$ cat config.mk
export PLATFORM = sky130hd
export DESIGN_NAME = branch_predict_table_flat
export DESIGN_NICKNAME = d
export VERILOG_FILES = /design/src/rtl/branch_predict_table_if.sv /design/src/rtl/branch_predict_table.sv /design/src/flat_wrapper.sv
export SDC_FILE = /design/constraint.sdc
export NUM_CORES = 1
export LEC_CHECK = 0
export ABC_CLOCK_PERIOD_IN_PS = 8400
export BUFFER_PORTS_ARGS = -buffer_cell sky130_fd_sc_hd__buf_2
export CAP_MARGIN = 20
export CORE_ASPECT_RATIO = 1.4
export CORE_UTILIZATION = 50
export CTS_CLUSTER_DIAMETER = 60
export CTS_CLUSTER_SIZE = 16
export DETAILED_ROUTE_END_ITERATION = 10
export PLACE_DENSITY = 0.79
export SYNTH_ARGS = -nofsm -noshare
export SYNTH_HDL_FRONTEND = slang
export SYNTH_SLANG_ARGS = --single-unit
$ cat constraint.sdc
create_clock -name clk -period 8.4 [get_ports clk]
set_input_delay 0 -clock clk [delete_from_list [all_inputs] [get_ports clk]]
set_output_delay 0 -clock clk [all_outputs]
set_load 0.05 [all_outputs]
$ cat src/rtl/branch_predict_table_if.sv
// Lookup / prediction / resolution bundle for branch_predict_table.
// The master side issues lookups and resolutions. The slave side is the table.
interface branch_predict_table_if #(
  parameter int INDEX_W = 4
);
  logic               lookup_valid;
  logic [INDEX_W-1:0] lookup_idx;
  logic               lookup_ready;
  logic               pred_valid;
  logic               pred_taken;
  logic               result_strob;
  logic               result;
  logic               mispredict_valid;
  logic               mispredict;
  logic [15:0]        stat_resolved;
  logic [15:0]        stat_mispred;

  modport master (
    output lookup_valid, lookup_idx, result_strob, result,
    input  lookup_ready, pred_valid, pred_taken, mispredict_valid, mispredict,
           stat_resolved, stat_mispred
  );

  modport slave (
    input  lookup_valid, lookup_idx, result_strob, result,
    output lookup_ready, pred_valid, pred_taken, mispredict_valid, mispredict,
           stat_resolved, stat_mispred
  );
endinterface

$ cat src/rtl/branch_predict_table.sv
// Two-bit pattern-history table with an in-order in-flight queue of predictions.
// The optional resolved/mispredict statistics counters are enabled by defining PRED_STATS_EN.
module branch_predict_table #(
  parameter int INDEX_W = 4,
  parameter int QDEPTH  = 4
) (
  input logic                  clk,
  input logic                  rst_n,
  branch_predict_table_if.slave bus
);
  localparam int DEPTH = 1 << INDEX_W;
  localparam int QW    = $clog2(QDEPTH);
  localparam int CW    = QW + 1;
  localparam logic [QW-1:0] PTR_ONE  = QW'(1);
  localparam logic [CW-1:0] CNT_ONE  = CW'(1);
  localparam logic [CW-1:0] CNT_ZERO = CW'(0);
  localparam logic [CW-1:0] CNT_FULL = CW'(QDEPTH);

  // Saturating-counter transition: a miss from a weak state falls straight to 0.
  function automatic logic [1:0] next_state(input logic [1:0] s, input logic taken);
    logic [1:0] ns;
    case (s)
      2'd0:    ns = taken ? 2'd1 : 2'd0;
      2'd1:    ns = taken ? 2'd3 : 2'd0;
      2'd2:    ns = taken ? 2'd3 : 2'd0;
      2'd3:    ns = taken ? 2'd3 : 2'd2;
      default: ns = 2'd0;
    endcase
    return ns;
  endfunction

  logic [1:0]         table_r  [DEPTH];
  logic [INDEX_W-1:0] q_idx_r  [QDEPTH];
  logic               q_pred_r [QDEPTH];
  logic [QW-1:0]      wr_ptr_r;
  logic [QW-1:0]      rd_ptr_r;
  logic [CW-1:0]      count_r;
  logic               pred_valid_r;
  logic               pred_taken_r;
  logic               mispredict_valid_r;
  logic               mispredict_r;

  logic               full_s;
  logic               push_s;
  logic               pop_s;
  logic [INDEX_W-1:0] head_idx_s;
  logic               head_pred_s;

  // Handshake decode; a full queue refuses lookups even when a pop frees a slot this cycle.
  always_comb begin
    full_s      = 1'b0;
    push_s      = 1'b0;
    pop_s       = 1'b0;
    head_idx_s  = q_idx_r[rd_ptr_r];
    head_pred_s = q_pred_r[rd_ptr_r];
    if (count_r == CNT_FULL) begin
      full_s = 1'b1;
    end else begin
      full_s = 1'b0;
    end
    if (bus.lookup_valid && !full_s) begin
      push_s = 1'b1;
    end else begin
      push_s = 1'b0;
    end
    if (bus.result_strob && (count_r != CNT_ZERO)) begin
      pop_s = 1'b1;
    end else begin
      pop_s = 1'b0;
    end
  end

  assign bus.lookup_ready = !full_s;

  // Counter table and queue storage; lookups sample the pre-update table value.
  always_ff @(posedge clk or negedge rst_n) begin
    if (!rst_n) begin
      for (int i = 0; i < DEPTH; i++) table_r[i] <= 2'd0;
      for (int j = 0; j < QDEPTH; j++) begin
        q_idx_r[j]  <= '0;
        q_pred_r[j] <= 1'b0;
      end
    end else begin
      if (pop_s) begin
        table_r[head_idx_s] <= next_state(table_r[head_idx_s], bus.result);
      end
      if (push_s) begin
        q_idx_r[wr_ptr_r]  <= bus.lookup_idx;
        q_pred_r[wr_ptr_r] <= table_r[bus.lookup_idx][1];
      end
    end
  end

  // Queue pointers, occupancy and registered prediction/resolution outputs.
  always_ff @(posedge clk or negedge rst_n) begin
    if (!rst_n) begin
      wr_ptr_r           <= '0;
      rd_ptr_r           <= '0;
      count_r            <= CNT_ZERO;
      pred_valid_r       <= 1'b0;
      pred_taken_r       <= 1'b0;
      mispredict_valid_r <= 1'b0;
      mispredict_r       <= 1'b0;
    end else begin
      if (push_s) wr_ptr_r <= wr_ptr_r + PTR_ONE;
      if (pop_s)  rd_ptr_r <= rd_ptr_r + PTR_ONE;
      case ({push_s, pop_s})
        2'b10:   count_r <= count_r + CNT_ONE;
        2'b01:   count_r <= count_r - CNT_ONE;
        default: count_r <= count_r;
      endcase
      pred_valid_r       <= push_s;
      pred_taken_r       <= push_s ? table_r[bus.lookup_idx][1] : 1'b0;
      mispredict_valid_r <= pop_s;
      mispredict_r       <= pop_s ? (bus.result != head_pred_s) : 1'b0;
    end
  end

  assign bus.pred_valid       = pred_valid_r;
  assign bus.pred_taken       = pred_taken_r;
  assign bus.mispredict_valid = mispredict_valid_r;
  assign bus.mispredict       = mispredict_r;

`ifdef PRED_STATS_EN
  logic [15:0] stat_resolved_r;
  logic [15:0] stat_mispred_r;

  // Saturating resolution statistics, updated alongside mispredict_valid.
  always_ff @(posedge clk or negedge rst_n) begin
    if (!rst_n) begin
      stat_resolved_r <= 16'h0000;
      stat_mispred_r  <= 16'h0000;
    end else if (pop_s) begin
      if (stat_resolved_r != 16'hFFFF) stat_resolved_r <= stat_resolved_r + 16'h0001;
      if ((bus.result != head_pred_s) && (stat_mispred_r != 16'hFFFF)) begin
        stat_mispred_r <= stat_mispred_r + 16'h0001;
      end
    end
  end

  assign bus.stat_resolved = stat_resolved_r;
  assign bus.stat_mispred  = stat_mispred_r;
`else
  assign bus.stat_resolved = 16'h0000;
  assign bus.stat_mispred  = 16'h0000;
`endif
endmodule

$ cat src/flat_wrapper.sv
// flat-port wrapper written by rule: the top's interface ports become plain ports
module branch_predict_table_flat 
#(
  parameter int INDEX_W = 4,
  parameter int QDEPTH  = 4
)
  (clk, rst_n, bus_lookup_valid, bus_lookup_idx, bus_result_strob, bus_result, bus_lookup_ready, bus_pred_valid, bus_pred_taken, bus_mispredict_valid, bus_mispredict, bus_stat_resolved, bus_stat_mispred);
  branch_predict_table_if #(.INDEX_W(INDEX_W)) bus_i ();
  input logic clk;
  input logic rst_n;
  input wire logic [$bits(bus_i.lookup_valid)-1:0] bus_lookup_valid;
  input wire logic [$bits(bus_i.lookup_idx)-1:0] bus_lookup_idx;
  input wire logic [$bits(bus_i.result_strob)-1:0] bus_result_strob;
  input wire logic [$bits(bus_i.result)-1:0] bus_result;
  output wire logic [$bits(bus_i.lookup_ready)-1:0] bus_lookup_ready;
  output wire logic [$bits(bus_i.pred_valid)-1:0] bus_pred_valid;
  output wire logic [$bits(bus_i.pred_taken)-1:0] bus_pred_taken;
  output wire logic [$bits(bus_i.mispredict_valid)-1:0] bus_mispredict_valid;
  output wire logic [$bits(bus_i.mispredict)-1:0] bus_mispredict;
  output wire logic [$bits(bus_i.stat_resolved)-1:0] bus_stat_resolved;
  output wire logic [$bits(bus_i.stat_mispred)-1:0] bus_stat_mispred;
  assign bus_i.lookup_valid = bus_lookup_valid;
  assign bus_i.lookup_idx = bus_lookup_idx;
  assign bus_i.result_strob = bus_result_strob;
  assign bus_i.result = bus_result;
  assign bus_lookup_ready = bus_i.lookup_ready;
  assign bus_pred_valid = bus_i.pred_valid;
  assign bus_pred_taken = bus_i.pred_taken;
  assign bus_mispredict_valid = bus_i.mispredict_valid;
  assign bus_mispredict = bus_i.mispredict;
  assign bus_stat_resolved = bus_i.stat_resolved;
  assign bus_stat_mispred = bus_i.stat_mispred;
  branch_predict_table #(.INDEX_W(INDEX_W), .QDEPTH(QDEPTH)) u_core (.clk(clk), .rst_n(rst_n), .bus(bus_i));
endmodule
==> flow_summary.ini <==
[status]
status = complete, no violations

[yosys]
synthMuxAreaShare_pct = 30.0
synth_area_mm2 = 0.00347
synth-seq-cells = 63
yosysSeqAreaShare_pct = 45.4
synth-xor-area-share_pct = 1.76
yosysUniqueCellTypes = 36
synth_compound_area_share_pct = 2.52
synth_fa_ha_area_share_pct = 3.10
ys_warn_count = 0
synthSimpleGateAreaFrac_pct = 7.06
postSynthAreaPerCell_um2 = 12.9
synth_top_family_by_area = multiplexers
syn_inst = 270

[route]
wl_per_cell_um = 16.1
drc = 0
wirelength_um = 6190
ant_nets = 0
via_count = 1973
dr.pass1.iters = 4
drt-initial-drc-count = 90
routed_via_density = 5.12

[critical_path]
r2r-start = u_core.rd_ptr_r[0]$_DFFE_PN0P_
worstPathRequired_ns = 8.67
cp-startpoint = u_core.rd_ptr_r[0]$_DFFE_PN0P_
critPathKind = flip-flop to flip-flop
reg2reg_slack_ns = 4.76
cp-end-kind = flip-flop
arrival_ns = 3.91
worst_setup_path_start_kind = flip-flop
rr_endpoint = u_core.table_r[7]$_DFFE_PN0P_
cp_max_fo = 21
r2r_cells = 8

[power]
clkPwrFrac_pct = 16.7
share_seq_of_total_power_pct = 30.9
combPwrFrac_pct = 52.4
ir_worst_vdd_uv = 294
power.density_mw_per_mm2 = 463
p_switching_mw = 0.717
internal_power_mw = 1.01
p_sw_share_pct = 41.5
p_leak_nw = 1.77
total_power_mw = 1.73

[sta]
rsz0062_at_grt = false
holdWs_ns = 0.0686
fin_crit_sh_pct = 43.3
relSlewSlack_pct = 30.3
fmax_mhz = 275
hold_violations = 0
slew_viol_final = 0
setup_violations = 0
tns_ns = 0
skew_ns = 0.00814
period_needed_ns = 3.64
setup_ws_ns = 4.76
tightest_slew_ns = 1.04

[cts]
hold_buffers = 5
post_cts_buffers = 0
clock-sinks = 63
clk_pin_slew_ns = 0.07
numCtsBuffers = 9
htreeDepth = 3
clk_path_buf_depth = 2
cts_tree = yes
ctsResizeCount = 0
cts_root_buffer = clkbuf_8
clk_latency_ns = 0.34

[hold_path]
hold_path_end = u_core.q_idx_r[2]$_DFFE_PN0P_
hp-start = bus_lookup_idx[2]
hold_path.class = input port to flip-flop
hold_depth = 2

[grt]
antenna_found_initial = 0
grt_pass1_vias = 2022
grt_pass1_wl_um = 9980
overflow = 0
grt_max_degree = 64
track_usage_pct = 18.8

[die]
fp.dieW_um = 72.5
design.core.area_mm2 = 0.00666
start_util_pct = 52.2
dieHeight_um = 101
dieArea_mm2 = 0.00729
boundaryPins = 46
rows = 35

[run]
drv_cap = 0

[placed_design]
dp_hpwl_um = 4360
pre_cts_slack_ns = 4.79
port_buffers = 13
place_congestion = 0.832

[finish]
nNetsFinal = 305
layout_commonest_cell = dfrtp_1
antenna_cells = 0
final_cell_mix = dfrtp_1, mux2_2, conb_1
areaGrowthSynthToFinish_pct = 7.42
layout-drive-gt1-share_pct = 35.5
-- worst max path at each step --
| stage | endpoint | slack [ns] | cells after the start |
|---|---|---|---|
| after floorplan | u_core.table_r[13]$_DFFE_PN0P_ | 5.60 | 12 |
| after global placement | u_core.table_r[1]$_DFFE_PN0P_ | 4.93 | 8 |
| after detailed placement | u_core.table_r[17]$_DFFE_PN0P_ | 4.79 | 8 |
| after CTS | u_core.table_r[9]$_DFFE_PN0P_ | 4.77 | 8 |
| after global routing | u_core.table_r[17]$_DFFE_PN0P_ | 4.56 | 8 |
| final | u_core.table_r[7]$_DFFE_PN0P_ | 4.76 | 8 |
-- cells in the mapped netlist --
cell / count / area (µm²)
mux4_2: 10 / 225
xor2_1: 2 / 17.5
nor3b_2: 1 / 12.5
and2b_1: 1 / 7.51
o21ai_0: 2 / 10.0
mux2i_1: 18 / 180
a22oi_1: 8 / 60.1
conb_1: 1 / 3.75
nor2_4: 1 / 11.3
clkbuf_2: 1 / 5.00
mux2_4: 8 / 120
nand2_1: 20 / 75.1
xnor2_1: 5 / 43.8
ha_1: 7 / 87.6
and2_4: 1 / 8.76
buf_4: 32 / 240
nor2_1: 7 / 26.3
nand3_1: 2 / 10.0
and3_1: 3 / 18.8
nand2_2: 3 / 18.8
nor2b_1: 4 / 25.0
buf_1: 1 / 3.75
buf_8: 1 / 15.0
dfrtp_1: 63 / 1580
inv_2: 1 / 3.75
clkbuf_1: 3 / 11.3
o31ai_2: 1 / 12.5
or3_4: 1 / 11.3
buf_6: 3 / 33.8
buf_2: 2 / 10.0
mux2_2: 46 / 518
a21oi_1: 1 / 5.00
fa_1: 1 / 20.0
clkinv_1: 1 / 3.75
inv_1: 6 / 22.5
nor3_2: 2 / 20.0
-- logic make-up (layout without fill, tap and decap cells) --
| family | Yosys count | in the layout |
|---|---|---|
| flops | 63 | 63 |
| mux | 82 | 82 |
| xor+xnor | 7 | 7 |
| simple gates | 46 | 46 |
| fa+ha+maj | 8 | 8 |
| compound gates | 12 | 12 |
| buf+inv | 51 | 43 |
| other cells | 1 | 32 |
-- routing by layer --
metal | wire (µm) | global-route usage [%] | up-vias
met2 | 3310 | 32.3 | 53
li1 | - | - | 912
met1 | 2510 | 21.4 | 995
met4 | 156 | 9.65 | 0
met3 | 209 | 4.80 | 13
met5 | 0 | 0 | -
-- cell type report --
cell class	instances	area (µm²)
clock inverter	5	81.3
fill	564	2920
timing repair buffer	19	123
multi-input combinational	187	1670
sequential	63	1580
tap	92	115
clock buffer	11	141
inverter	8	30.0
-- flip-flops by register name, indices dropped and copies added, names as in the netlist, 2 cells and up --
register,cells
u_core.wr_ptr_r,2
u_core.count_r,3
u_core.q_idx_r,16
u_core.rd_ptr_r,2
u_core.table_r,32
u_core.q_pred_r,4
-- metrics by stage --
stage | util (%) | instances | instance area, µm²
2_1_floorplan | - | 301 | 3590
3_3_place_gp | 52.0 | 364 | 3460
3_5_place_dp | 52.0 | 364 | 3460
4_1_cts | 56.1 | 385 | 3730
5_1_grt | 56.1 | 385 | 3730
6_report | 56.1 | 385 | 3730
-- power groups by stage --
stage | registers [mW] | clock network, mW | logic (mW)
3_3_place_gp | 0.530 | 0 | 0.866
5_1_grt | 0.549 | 0.306 | 0.990
4_1_cts | 0.534 | 0.295 | 0.903
2_1_floorplan | 0.514 | 0 | 0.783
6_report | 0.534 | 0.288 | 0.905
3_5_place_dp | 0.538 | 0 | 0.899
-- worst max-delay path: stages (launching register included) --
cell and delay [ns]:
dfrtp_1 0.56, mux4_2 0.87, mux2i_1 0.21, a22oi_1 0.24
nand2_1 0.11, mux2_2 0.27, ha_1 0.20, nor2_1 0.80
mux2_2 0.31
Power figures use the tool's default switching activity.
